### src/rtl/cube_expand_if.sv
// rtl/cube_expand_if.sv - request/result bundle for the cube root expander
interface cube_expand_if #(
  parameter int n = 32
);
  logic [10:0]  i_root;
  logic [n:0]   i_remainder;
  logic         i_vld;
  logic [n-1:0] o_data;
  logic         o_vld;
  logic         o_busy;
  logic         o_ovf;

  modport master (
    output i_root, i_remainder, i_vld,
    input  o_data, o_vld, o_busy, o_ovf
  );

  modport slave (
    input  i_root, i_remainder, i_vld,
    output o_data, o_vld, o_busy, o_ovf
  );
endinterface

### src/rtl/cube_expand.sv
// rtl/cube_expand.sv - rebuilds sign(root)*(|root|^3 + remainder) with serial shift-add multiplies
module cube_expand #(
  parameter int n = 32
) (
  input  logic         i_clk,
  input  logic         i_rst_n,
  cube_expand_if.slave bus
);
  typedef enum logic [1:0] {IDLE, SQ, CUBE, ADD} state_t;

  localparam logic [33:0] MAX_POS = (34'd1 << (n - 1)) - 34'd1;
  localparam logic [33:0] MAX_NEG = (34'd1 << (n - 1));

  state_t       state, state_next;
  logic [3:0]   cnt;
  logic         sign_r;
  logic [10:0]  mag_r;
  logic [n:0]   rem_r;
  logic [21:0]  sq_r;
  logic [32:0]  cube_r;
  logic [n-1:0] data_r;
  logic         vld_r;
  logic         ovf_r;

  logic         accept;
  logic         last_bit;
  logic [10:0]  mag_in;
  logic [21:0]  sq_add;
  logic [32:0]  cube_add;
  logic [33:0]  sum;
  logic [33:0]  neg_sum;

  assign accept   = (state == IDLE) && bus.i_vld;
  assign last_bit = (cnt == 4'd10);
  // -1024 negates to 0x400, which is exactly 1024 as an unsigned 11-bit magnitude.
  assign mag_in   = bus.i_root[10] ? (~bus.i_root + 11'd1) : bus.i_root;
  assign sq_add   = mag_r[cnt] ? ({11'd0, mag_r} << cnt) : 22'd0;
  assign cube_add = mag_r[cnt] ? ({11'd0, sq_r} << cnt) : 33'd0;
  assign sum      = {1'b0, cube_r} + 34'(rem_r);
  assign neg_sum  = ~sum + 34'd1;

  always_ff @(posedge i_clk or negedge i_rst_n) begin
    if (!i_rst_n) state <= IDLE;
    else          state <= state_next;
  end

  always_comb begin
    state_next = state;
    case (state)
      IDLE:    if (bus.i_vld) state_next = SQ;
      SQ:      if (last_bit)  state_next = CUBE;
      CUBE:    if (last_bit)  state_next = ADD;
      ADD:     state_next = IDLE;
      default: state_next = IDLE;
    endcase
  end

  always_ff @(posedge i_clk or negedge i_rst_n) begin
    if (!i_rst_n) begin
      cnt    <= 4'd0;
      sign_r <= 1'b0;
      mag_r  <= 11'd0;
      rem_r  <= '0;
      sq_r   <= 22'd0;
      cube_r <= 33'd0;
      data_r <= '0;
      vld_r  <= 1'b0;
      ovf_r  <= 1'b0;
    end else begin
      vld_r <= 1'b0;
      if (accept) begin
        sign_r <= bus.i_root[10];
        mag_r  <= mag_in;
        rem_r  <= bus.i_remainder;
        cnt    <= 4'd0;
        sq_r   <= 22'd0;
        cube_r <= 33'd0;
      end
      case (state)
        SQ: begin
          sq_r <= sq_r + sq_add;
          cnt  <= last_bit ? 4'd0 : cnt + 4'd1;
        end
        CUBE: begin
          cube_r <= cube_r + cube_add;
          cnt    <= last_bit ? 4'd0 : cnt + 4'd1;
        end
        ADD: begin
          vld_r <= 1'b1;
          if (sign_r) begin
            data_r <= neg_sum[n-1:0];
            ovf_r  <= (sum > MAX_NEG);
          end else begin
            data_r <= sum[n-1:0];
            ovf_r  <= (sum > MAX_POS);
          end
        end
        default: ;
      endcase
    end
  end

  assign bus.o_data = data_r;
  assign bus.o_vld  = vld_r;
  assign bus.o_ovf  = ovf_r;
  assign bus.o_busy = (state != IDLE);
endmodule

### src/flat_wrapper.sv
// flat-port wrapper written by rule: the top's interface ports become plain ports
module cube_expand_flat 
#(
  parameter int n = 32
)
  (i_clk, i_rst_n, bus_i_root, bus_i_remainder, bus_i_vld, bus_o_data, bus_o_vld, bus_o_busy, bus_o_ovf);
  cube_expand_if #(.n(n)) bus_i ();
  input  logic i_clk;
  input  logic i_rst_n;
  input wire logic [$bits(bus_i.i_root)-1:0] bus_i_root;
  input wire logic [$bits(bus_i.i_remainder)-1:0] bus_i_remainder;
  input wire logic [$bits(bus_i.i_vld)-1:0] bus_i_vld;
  output wire logic [$bits(bus_i.o_data)-1:0] bus_o_data;
  output wire logic [$bits(bus_i.o_vld)-1:0] bus_o_vld;
  output wire logic [$bits(bus_i.o_busy)-1:0] bus_o_busy;
  output wire logic [$bits(bus_i.o_ovf)-1:0] bus_o_ovf;
  assign bus_i.i_root = bus_i_root;
  assign bus_i.i_remainder = bus_i_remainder;
  assign bus_i.i_vld = bus_i_vld;
  assign bus_o_data = bus_i.o_data;
  assign bus_o_vld = bus_i.o_vld;
  assign bus_o_busy = bus_i.o_busy;
  assign bus_o_ovf = bus_i.o_ovf;
  cube_expand #(.n(n)) u_core (.i_clk(i_clk), .i_rst_n(i_rst_n), .bus(bus_i));
endmodule
### config.mk
export PLATFORM = sky130hd
export DESIGN_NAME = cube_expand_flat
export DESIGN_NICKNAME = d
export VERILOG_FILES = /design/src/rtl/cube_expand_if.sv /design/src/rtl/cube_expand.sv /design/src/flat_wrapper.sv
export SDC_FILE = /design/constraint.sdc
export NUM_CORES = 1
export LEC_CHECK = 0
export CAP_MARGIN = 20
export CORE_MARGIN = 3
export CORE_UTILIZATION = 61
export DETAILED_ROUTE_END_ITERATION = 10
export PLACE_DENSITY = 0.82
export SLEW_MARGIN = 10
export SYNTH_ARGS = -nofsm -noshare
export SYNTH_HDL_FRONTEND = slang
export SYNTH_SLANG_ARGS = --single-unit
### constraint.sdc
create_clock -name i_clk -period 7 [get_ports i_clk]
set_clock_uncertainty 0.1 [all_clocks]
set_input_delay 0.7 -clock i_clk [delete_from_list [all_inputs] [get_ports i_clk]]
set_output_delay 0.7 -clock i_clk [all_outputs]
set_load 0.02 [all_outputs]
==> results of run 1 <==
==> state kept, by name, summed over array words and instances (netlist names), 2 cells and up <==
register and count:
u_core.mag_r 11, u_core.state 2, u_core.bus.o_data 32, u_core.cube_r 33, u_core.sq_r 22, u_core.rem_r 33, u_core.cnt 4
==> cell families (layout without fill, tap and decap cells) <==
group / count (synthesis) / after routing / synth area share
simple gates: 522 / 522 / 0.1938
compound gates: 475 / 475 / 0.2407
flops: 140 / 140 / 0.2737
buf+inv: 136 / 180 / 0.04027
fa+ha+maj: 99 / 99 / 0.09853
mux: 99 / 99 / 0.09687
xor+xnor: 82 / 82 / 0.05611
==> synthesized netlist by cell type, drive strengths merged (16+ instances only) <==
library cell	instances
a211oi	40
a21o	35
a21oi	121
a31oi	17
and3	19
buf	19
clkbuf	60
dfrtp	140
ha	96
inv	56
mux2	49
mux2i	35
nand2	173
nand3	43
nor2	148
nor2b	22
nor3	18
o21ai	125
o31ai	16
xnor2	43
xor2	39
==> power by group through the flow <==
stage                     sequential (W)  clock [W]  combinational [W]
final                            0.00155   0.000962            0.00501
after global routing             0.00159    0.00100            0.00555
after CTS                        0.00154   0.000968            0.00496
after detailed placement         0.00155          0            0.00491
after global placement           0.00153          0            0.00478
after floorplan                  0.00151          0            0.00376
==> final cells by class <==
class | count | area [sq um]
well taps | 270 | 337.8
repair buffers | 93 | 902.1
clock buffers | 21 | 480.5
fillers | 1665 | 6063
inverters | 57 | 214.0
multi-input cells | 1277 | 8791
clock inverters | 9 | 135.1
flip-flops and latches | 140 | 3506
==> layer usage <==
layer | global-route usage | part of all wire
met1 | 0.3863 | 0.44
met4 | 0.08840 | 0.024
met5 | 0 | 0
met3 | 0.03680 | 0.055
met2 | 0.4985 | 0.49
==> worst paths after layout <==
| check | to |
|---|---|
| hold / removal | u_core.bus.o_data[3] |
| hold reg to reg | u_core.bus.o_data[0] |
| min in group i_clk | u_core.bus.o_data[0] |
| max in group asynchronous | u_core.cnt[0] |
| setup reg to reg | u_core.cube_r[29] |
| setup / recovery | u_core.cube_r[29] |
==> per-stage QoR <==
| stage | total power [W] | utilization | hold slack (ns) | setup slack [ns] | cells |
|---|---|---|---|---|---|
| floorplan | 0.005271 | - | 0.3044 | 2.175 | 1553 |
| global placement | 0.006319 | 0.6731 | 0.3900 | 2.034 | 1837 |
| detailed placement | 0.006463 | 0.6731 | 0.4004 | 1.950 | 1837 |
| CTS | 0.007466 | 0.7032 | 0.2688 | 1.924 | 1867 |
| global route | 0.008140 | 0.7032 | 0.3003 | 1.471 | 1867 |
| finish | 0.007526 | 0.7032 | 0.2416 | 1.868 | 1867 |
==> metrics.txt, run 1 <==
# TYPE chip_impl_metric gauge
chip_impl_metric{name="seqPwrFrac",unit=""} 0.206
chip_impl_info{name="synthTopCellsByArea",value="sky130_fd_sc_hd__dfrtp_1, sky130_fd_sc_hd__ha_1, sky130_fd_sc_hd__nand2_1"} 1
chip_impl_info{name="top_family_by_delay_on_critical_path",value="compound AO/OA/AOI/OAI gates"} 1
chip_impl_info{name="setup.worst_path.start",value="u_core.cnt[1]"} 1
chip_impl_metric{name="htree_levels",unit=""} 4
chip_impl_metric{name="sw_frac_of_total",unit=""} 0.4912
chip_impl_metric{name="finalWeightedCongestion",unit=""} 1.025
chip_impl_metric{name="power_density",unit="nW/um^2"} 523.9
chip_impl_metric{name="peakVddDrop",unit="mV"} 0.2378
chip_impl_metric{name="netlist_area",unit="sq um"} 12800
chip_impl_metric{name="cts.reportedPaths.clkPinSlew",unit="ns"} 0.07
chip_impl_metric{name="number_of_buffers_and_inverters_on_the_critical_path",unit=""} 1
chip_impl_info{name="synth_flop_cell",value="sky130_fd_sc_hd__dfrtp_1"} 1
chip_impl_metric{name="cellLeakagePower",unit="nW"} 6.414
chip_impl_metric{name="synth_edf_count",unit=""} 0
chip_impl_metric{name="global_route.overflow_total",unit=""} 0
chip_impl_metric{name="maxSlewViolCount",unit=""} 0
chip_impl_metric{name="drt.antenna.violating_nets",unit=""} 0
chip_impl_info{name="layout_common_cells",value="sky130_fd_sc_hd__nand2_1, sky130_fd_sc_hd__nor2_1, sky130_fd_sc_hd__dfrtp_1"} 1
chip_impl_metric{name="maxSlewHeadroom",unit=""} 0.2695
chip_impl_metric{name="setup_viol",unit=""} 0
chip_impl_metric{name="die-height",unit="microns"} 150.9
chip_impl_metric{name="cts_setup_buffers",unit=""} 0
chip_impl_metric{name="total_inserted_antenna_cells",unit=""} 0
chip_impl_metric{name="area.growth.synth_to_final",unit="%"} 12.24
chip_impl_metric{name="setup.reg_to_reg.worst_slack",unit="ns"} 1.87
chip_impl_metric{name="nets",unit=""} 1732
chip_impl_metric{name="max_freq",unit="GHz"} 0.1949
chip_impl_metric{name="initial_core_util",unit=""} 0.6265
chip_impl_metric{name="globalRouteTotalUtil",unit=""} 0.2910
chip_impl_metric{name="intPower",unit="W"} 0.003829
chip_impl_metric{name="fraction_of_layout_cells_with_a_size_suffix_above_1",unit=""} 0.08829
chip_impl_metric{name="std_cell_rows",unit=""} 52
chip_impl_metric{name="via_count",unit=""} 11780
chip_impl_metric{name="vias_per_cell",unit=""} 6.307
chip_impl_info{name="sequence_of_cells_on_the_critical_path",value="buf_4 -> nor2_1 -> nand2_1 -> o21ai_0 -> nand3_1 -> and2_1 -> a211oi_1 -> ha_1 -> a21o_1 -> a21o_1 -> a211oi_1 -> o31a_1 -> o21ai_0 -> a311o_1 -> a311o_1 -> a21oi_1 -> xnor2_1 -> o21ai_0"} 1
chip_impl_info{name="r2r-start",value="u_core.cnt[1]"} 1
chip_impl_info{name="crit_path_top_delay_cell",value="sky130_fd_sc_hd__dfrtp_2"} 1
chip_impl_metric{name="design.portCount",unit=""} 82
chip_impl_metric{name="hold_viol_final",unit=""} 0
chip_impl_metric{name="design.core.area",unit="sq um"} 20430
chip_impl_info{name="path_class",value="reg2reg"} 1
chip_impl_metric{name="worst_skew_pair_latency",unit="ns"} 0.43
chip_impl_metric{name="cts_resized",unit=""} 0
chip_impl_info{name="critPathLaunchType",value="flop"} 1
chip_impl_metric{name="power_frac_comb",unit=""} 0.666
chip_impl_metric{name="grt_antenna_before_repair",unit=""} 0
chip_impl_metric{name="ys_warn_count",unit=""} 0
chip_impl_metric{name="pwr-share-clk",unit=""} 0.128
chip_impl_metric{name="grt_first_pass_wirelength",unit="microns"} 53890
chip_impl_metric{name="dieArea",unit="sq um"} 22760
chip_impl_metric{name="post_cts_hold_buffer_count",unit=""} 0
chip_impl_info{name="layout.cells.most_common",value="sky130_fd_sc_hd__nand2_1"} 1
chip_impl_metric{name="maximum_number_of_pins_on_one_net_before_global_route_repair",unit=""} 91
chip_impl_info{name="clockRootBuffer",value="sky130_fd_sc_hd__clkbuf_16"} 1
chip_impl_metric{name="cts_bufs_inserted",unit=""} 17
chip_impl_metric{name="synthArstFlopShare",unit=""} 1.000
chip_impl_metric{name="synth_sequential_area_ratio",unit=""} 0.2737
chip_impl_metric{name="detail_route.wirelength",unit="microns"} 33300
chip_impl_metric{name="ys_types",unit=""} 85
chip_impl_info{name="synth_top_area_cell",value="sky130_fd_sc_hd__dfrtp_1"} 1
chip_impl_info{name="timing.hold.worst.class",value="in2async"} 1
chip_impl_metric{name="place_hpwl",unit="microns"} 25030
chip_impl_info{name="critical-path-top-cell-by-count",value="sky130_fd_sc_hd__o21ai_0"} 1
chip_impl_metric{name="drcViolationCount",unit=""} 0
chip_impl_metric{name="timing_worst_slew_pin_value",unit="ns"} 1.086
chip_impl_info{name="status",value="completed"} 1
chip_impl_metric{name="logic_depth_of_the_worst_setup_path_including_buffers",unit=""} 18
chip_impl_metric{name="path_max_fanout",unit=""} 30
chip_impl_metric{name="die_width",unit="microns"} 150.9
chip_impl_metric{name="synthCells",unit=""} 1553
chip_impl_metric{name="drv.max_cap_violation_count",unit=""} 0
chip_impl_metric{name="critical_path_s_largest_stage_delay",unit="ns"} 0.64
chip_impl_metric{name="drt_first_iter_violations",unit=""} 845
chip_impl_metric{name="cells_on_worst_reg2reg_path",unit=""} 18
chip_impl_metric{name="finalSetupTns",unit="ns"} 0
chip_impl_metric{name="post_route_design_area",unit="sq um"} 14370
chip_impl_metric{name="port_buffers",unit=""} 81
chip_impl_metric{name="drt_pre_antenna_iters",unit=""} 6
chip_impl_metric{name="synth_nets",unit=""} 1699
chip_impl_metric{name="buffer_depth_of_the_longest_clock_path",unit=""} 2
chip_impl_metric{name="ys_ff_latch",unit=""} 140
chip_impl_metric{name="first_global_vias",unit=""} 11050
chip_impl_metric{name="clock_sinks",unit=""} 140
chip_impl_metric{name="worst_ep_required_time",unit="ns"} 7.17
chip_impl_metric{name="min_period_over_period",unit=""} 0.7331
chip_impl_metric{name="cp.arrival",unit="ns"} 5.31
chip_impl_metric{name="netlist.area_leader.share",unit=""} 0.2737
chip_impl_metric{name="p_switching",unit="W"} 0.003697
chip_impl_metric{name="routedWlPerCell",unit="microns"} 17.83
chip_impl_info{name="rsz0062_at_grt",value="no"} 1
chip_impl_metric{name="area_after_detailed_placement",unit="sq um"} 13750
chip_impl_info{name="timing.critical_path.to_type",value="flop"} 1
chip_impl_metric{name="syn-mean-instance-area",unit="sq um"} 8.242
chip_impl_metric{name="fin_crit_period",unit="ns"} 5.132
chip_impl_info{name="tritoncts",value="built"} 1
(Power assumes the default switching activity.)
==> run 2: changes to the inputs <==
--- a/config.mk
+++ b/config.mk
@@ -7,9 +7,9 @@
 export LEC_CHECK = 0
 export CAP_MARGIN = 20
 export CORE_MARGIN = 3
-export CORE_UTILIZATION = 61
+export CORE_UTILIZATION = 55
 export DETAILED_ROUTE_END_ITERATION = 10
-export PLACE_DENSITY = 0.82
+export PLACE_DENSITY = 0.78
 export SLEW_MARGIN = 10
 export SYNTH_ARGS = -nofsm -noshare
 export SYNTH_HDL_FRONTEND = slang
==> constraint.sdc (replaced) <==
create_clock -name i_clk -period 4.3 [get_ports i_clk]
set_clock_uncertainty 0.1 [all_clocks]
set_input_delay 0.43 -clock i_clk [delete_from_list [all_inputs] [get_ports i_clk]]
set_output_delay 0.43 -clock i_clk [all_outputs]
set_load 0.02 [all_outputs]
==> run 2 against run 1 <==
  * Non-clock buffer count up 80
  * Global-route usage shrank 2.6 points
  * Sequential power is 59% higher
  * Clock power is 60% higher
  * Via count up 2.6%
  * Setup slack worse by 1.8 ns
  * Critical path depth down 1
  * Cell count rose by 6.7%
  * Combinational power up 79%
  * Die area rose by 10%
  * Fmax up 21%
  * Largest power group unchanged
  * Wire length is 2.3% higher
==> metrics.txt, run 2 (same netlist as run 1, synthesis figures left out) <==
# TYPE chip_impl_metric gauge
chip_impl_metric{name="fin_worst_hold_slack",unit="ns"} 0.4088
chip_impl_metric{name="total_inserted_antenna_cells",unit=""} 0
chip_impl_metric{name="clock_sinks",unit=""} 140
chip_impl_metric{name="maxSlewViolCount",unit=""} 0
chip_impl_metric{name="global_route.overflow_total",unit=""} 0
chip_impl_metric{name="port_buffers",unit=""} 81
chip_impl_metric{name="initial_core_util",unit=""} 0.5619
chip_impl_metric{name="buffer_depth_of_the_longest_clock_path",unit=""} 2
chip_impl_info{name="top_family_by_delay_on_critical_path",value="compound AO/OA/AOI/OAI gates"} 1
chip_impl_metric{name="worst_ep_required_time",unit="ns"} 4.48
chip_impl_metric{name="htree_levels",unit=""} 4
chip_impl_metric{name="fraction_of_layout_cells_with_a_size_suffix_above_1",unit=""} 0.1584
chip_impl_metric{name="grt_antenna_before_repair",unit=""} 0
chip_impl_metric{name="cellLeakagePower",unit="nW"} 6.861
chip_impl_metric{name="finalWeightedCongestion",unit=""} 0.9444
chip_impl_info{name="rsz0062_at_grt",value="yes"} 1
chip_impl_metric{name="final_core_util",unit=""} 0.6722
chip_impl_metric{name="cts_bufs_inserted",unit=""} 17
chip_impl_metric{name="via_count",unit=""} 12080
chip_impl_metric{name="die_width",unit="microns"} 158.6
chip_impl_metric{name="hold_viol_final",unit=""} 0
chip_impl_metric{name="first_global_vias",unit=""} 11280
chip_impl_metric{name="die-height",unit="microns"} 158.6
chip_impl_info{name="clockRootBuffer",value="sky130_fd_sc_hd__clkbuf_16"} 1
chip_impl_metric{name="drt_pre_antenna_iters",unit=""} 7
chip_impl_metric{name="vias_per_cell",unit=""} 6.063
chip_impl_metric{name="min_period_over_period",unit=""} 0.9835
chip_impl_metric{name="drt.antenna.violating_nets",unit=""} 0
chip_impl_metric{name="timing_worst_slew_pin_value",unit="ns"} 0.7483
chip_impl_info{name="path_class",value="reg2reg"} 1
chip_impl_metric{name="setup_viol",unit=""} 0
chip_impl_info{name="sequence_of_cells_on_the_critical_path",value="mux4_2 -> nor2_1 -> or3_4 -> and2_4 -> buf_4 -> buf_4 -> a211oi_2 -> ha_1 -> a22o_1 -> nor4_1 -> buf_4 -> a21o_1 -> buf_4 -> a21oi_1 -> a211o_1 -> a211oi_1 -> o31ai_1"} 1
chip_impl_info{name="critical-path-top-cell-by-count",value="sky130_fd_sc_hd__buf_4"} 1
chip_impl_metric{name="number_of_buffers_and_inverters_on_the_critical_path",unit=""} 4
chip_impl_info{name="timing.hold.worst.class",value="reg2reg"} 1
chip_impl_metric{name="globalRouteTotalUtil",unit=""} 0.2648
chip_impl_metric{name="std_cell_rows",unit=""} 55
chip_impl_metric{name="dieArea",unit="sq um"} 25140
chip_impl_info{name="crit_path_top_delay_cell",value="sky130_fd_sc_hd__dfrtp_2"} 1
chip_impl_metric{name="maximum_number_of_pins_on_one_net_before_global_route_repair",unit=""} 86
chip_impl_metric{name="cp.arrival",unit="ns"} 4.41
chip_impl_metric{name="maxSlewHeadroom",unit=""} 0.4932
chip_impl_metric{name="critical_path_s_largest_stage_delay",unit="ns"} 0.48
chip_impl_metric{name="place_hpwl",unit="microns"} 25250
chip_impl_metric{name="worst_skew_pair_latency",unit="ns"} 0.44
chip_impl_info{name="timing.critical_path.to_type",value="flop"} 1
chip_impl_metric{name="routedWlPerCell",unit="microns"} 17.10
chip_impl_metric{name="power_density",unit="nW/um^2"} 847.2
chip_impl_metric{name="drv.max_cap_violation_count",unit=""} 0
chip_impl_metric{name="post-layout-total-power",unit="W"} 0.01297
chip_impl_info{name="critPathLaunchType",value="flop"} 1
chip_impl_info{name="layout.cells.most_common",value="sky130_fd_sc_hd__nand2_1"} 1
chip_impl_metric{name="drt_first_iter_violations",unit=""} 948
chip_impl_info{name="status",value="completed"} 1
chip_impl_metric{name="drcViolationCount",unit=""} 0
chip_impl_metric{name="grt_first_pass_wirelength",unit="microns"} 54440
chip_impl_metric{name="design.core.area",unit="sq um"} 22780
chip_impl_metric{name="peakVddDrop",unit="mV"} 0.4215
chip_impl_metric{name="path_max_fanout",unit=""} 17
chip_impl_metric{name="fin_crit_period",unit="ns"} 4.229
chip_impl_metric{name="nets",unit=""} 1812
chip_impl_info{name="layout_common_cells",value="sky130_fd_sc_hd__nand2_1, sky130_fd_sc_hd__nor2_1, sky130_fd_sc_hd__dfrtp_1"} 1
chip_impl_metric{name="detail_route.wirelength",unit="microns"} 34060
chip_impl_metric{name="design.portCount",unit=""} 82
chip_impl_info{name="tritoncts",value="built"} 1
chip_impl_metric{name="cts.reportedPaths.clkPinSlew",unit="ns"} 0.07
chip_impl_metric{name="area.growth.synth_to_final",unit="%"} 19.63
chip_impl_metric{name="max_freq",unit="GHz"} 0.2365
run 2: cell count changes in the layout (fill, tap and decap cells not counted), moves of 5 or more:
cell / previous run / this run
sky130_fd_sc_hd__a211oi_1: 38 / 27
sky130_fd_sc_hd__o21ai_0: 119 / 111
sky130_fd_sc_hd__a21oi_2: 0 / 6
sky130_fd_sc_hd__o21ai_1: 4 / 9
sky130_fd_sc_hd__a211oi_2: 2 / 10
sky130_fd_sc_hd__a21oi_1: 121 / 115
sky130_fd_sc_hd__buf_4: 12 / 85
run 2: layout make-up:
class / instances / area (sq um)
clock buffer: 20 / 456.7
clock inverter: 12 / 153.9
fill: 1854 / 7466
inverter: 57 / 214.0
multi-input combinational: 1277 / 9030
sequential: 140 / 3507
tap: 313 / 391.6
timing repair buffer: 173 / 1559
run 2: worst reg2reg max path, delay by kind of cell, from the launching register on:
kind / cells / cell delay, ns
AOI/OAI and AO/OA: 7 / 1.35
muxes: 1 / 0.36
adders and majority gates: 1 / 0.28
DFF: 1 / 0.48
buffers and inverters: 4 / 0.67
and+or+nand+nor: 4 / 0.85
run 2: what timing repair did:
action,4_1_cts,5_1_grt
resized for setup,5,68
pin swaps,2,32
setup endpoints to repair,8,23
buffers inserted,1,10
hold buffers,1,0
cloned,0,1
hold endpoints to repair,79,0
run 2: report_power, final:
| group | total, W | leakage [nW] | switching (W) | internal [W] |
|---|---|---|---|---|
| logic | 0.00897 | 4.83 | 0.00510 | 0.00388 |
| registers | 0.00246 | 1.74 | 0.000544 | 0.00191 |
| clock network | 0.00154 | 0.295 | 0.000641 | 0.000901 |
| total | 0.0130 | 6.86 | 0.00628 | 0.00669 |
run 2: worst paths after layout:
check / to / startpoint / cells after the start / slack [ns]
worst max-delay path: u_core.cube_r[28] / u_core.cnt[0] / 17 / 0.07
worst min-delay path: u_core.bus.o_data[24] / u_core.bus.o_data[24] / 1 / 0.41
worst max register to register: u_core.cube_r[28] / u_core.cnt[0] / 17 / 0.07
worst min register to register: u_core.bus.o_data[24] / u_core.bus.o_data[24] / 1 / 0.41
max in group asynchronous: u_core.cnt[0] / i_rst_n / 3 / 2.68
min in group asynchronous: u_core.bus.o_data[4] / i_rst_n / 2 / 0.50
run 2: routing by layer:
| layer | part of all wire | global-route usage | vias to the layer above |
|---|---|---|---|
| met5 | 0 | 0 | - |
| met4 | 0.023 | 0.08316 | 0 |
| met3 | 0.050 | 0.03860 | 76 |
| met2 | 0.49 | 0.4549 | 390 |
| met1 | 0.44 | 0.3449 | 5705 |
| li1 | - | - | 5906 |
run 2: stage by stage:
step	TNS, ns	cell area, sq um	setup slack, ns	std cells
2_1_floorplan	-0.00005906	12810	-0.00005906	1553
3_3_place_gp	-0.02178	14310	-0.02125	1947
3_5_place_dp	-0.5043	14310	-0.1163	1947
4_1_cts	0	14960	0.04073	1981
5_1_grt	-0.8296	15310	-0.1145	1992
6_report	0	15310	0.07102	1992
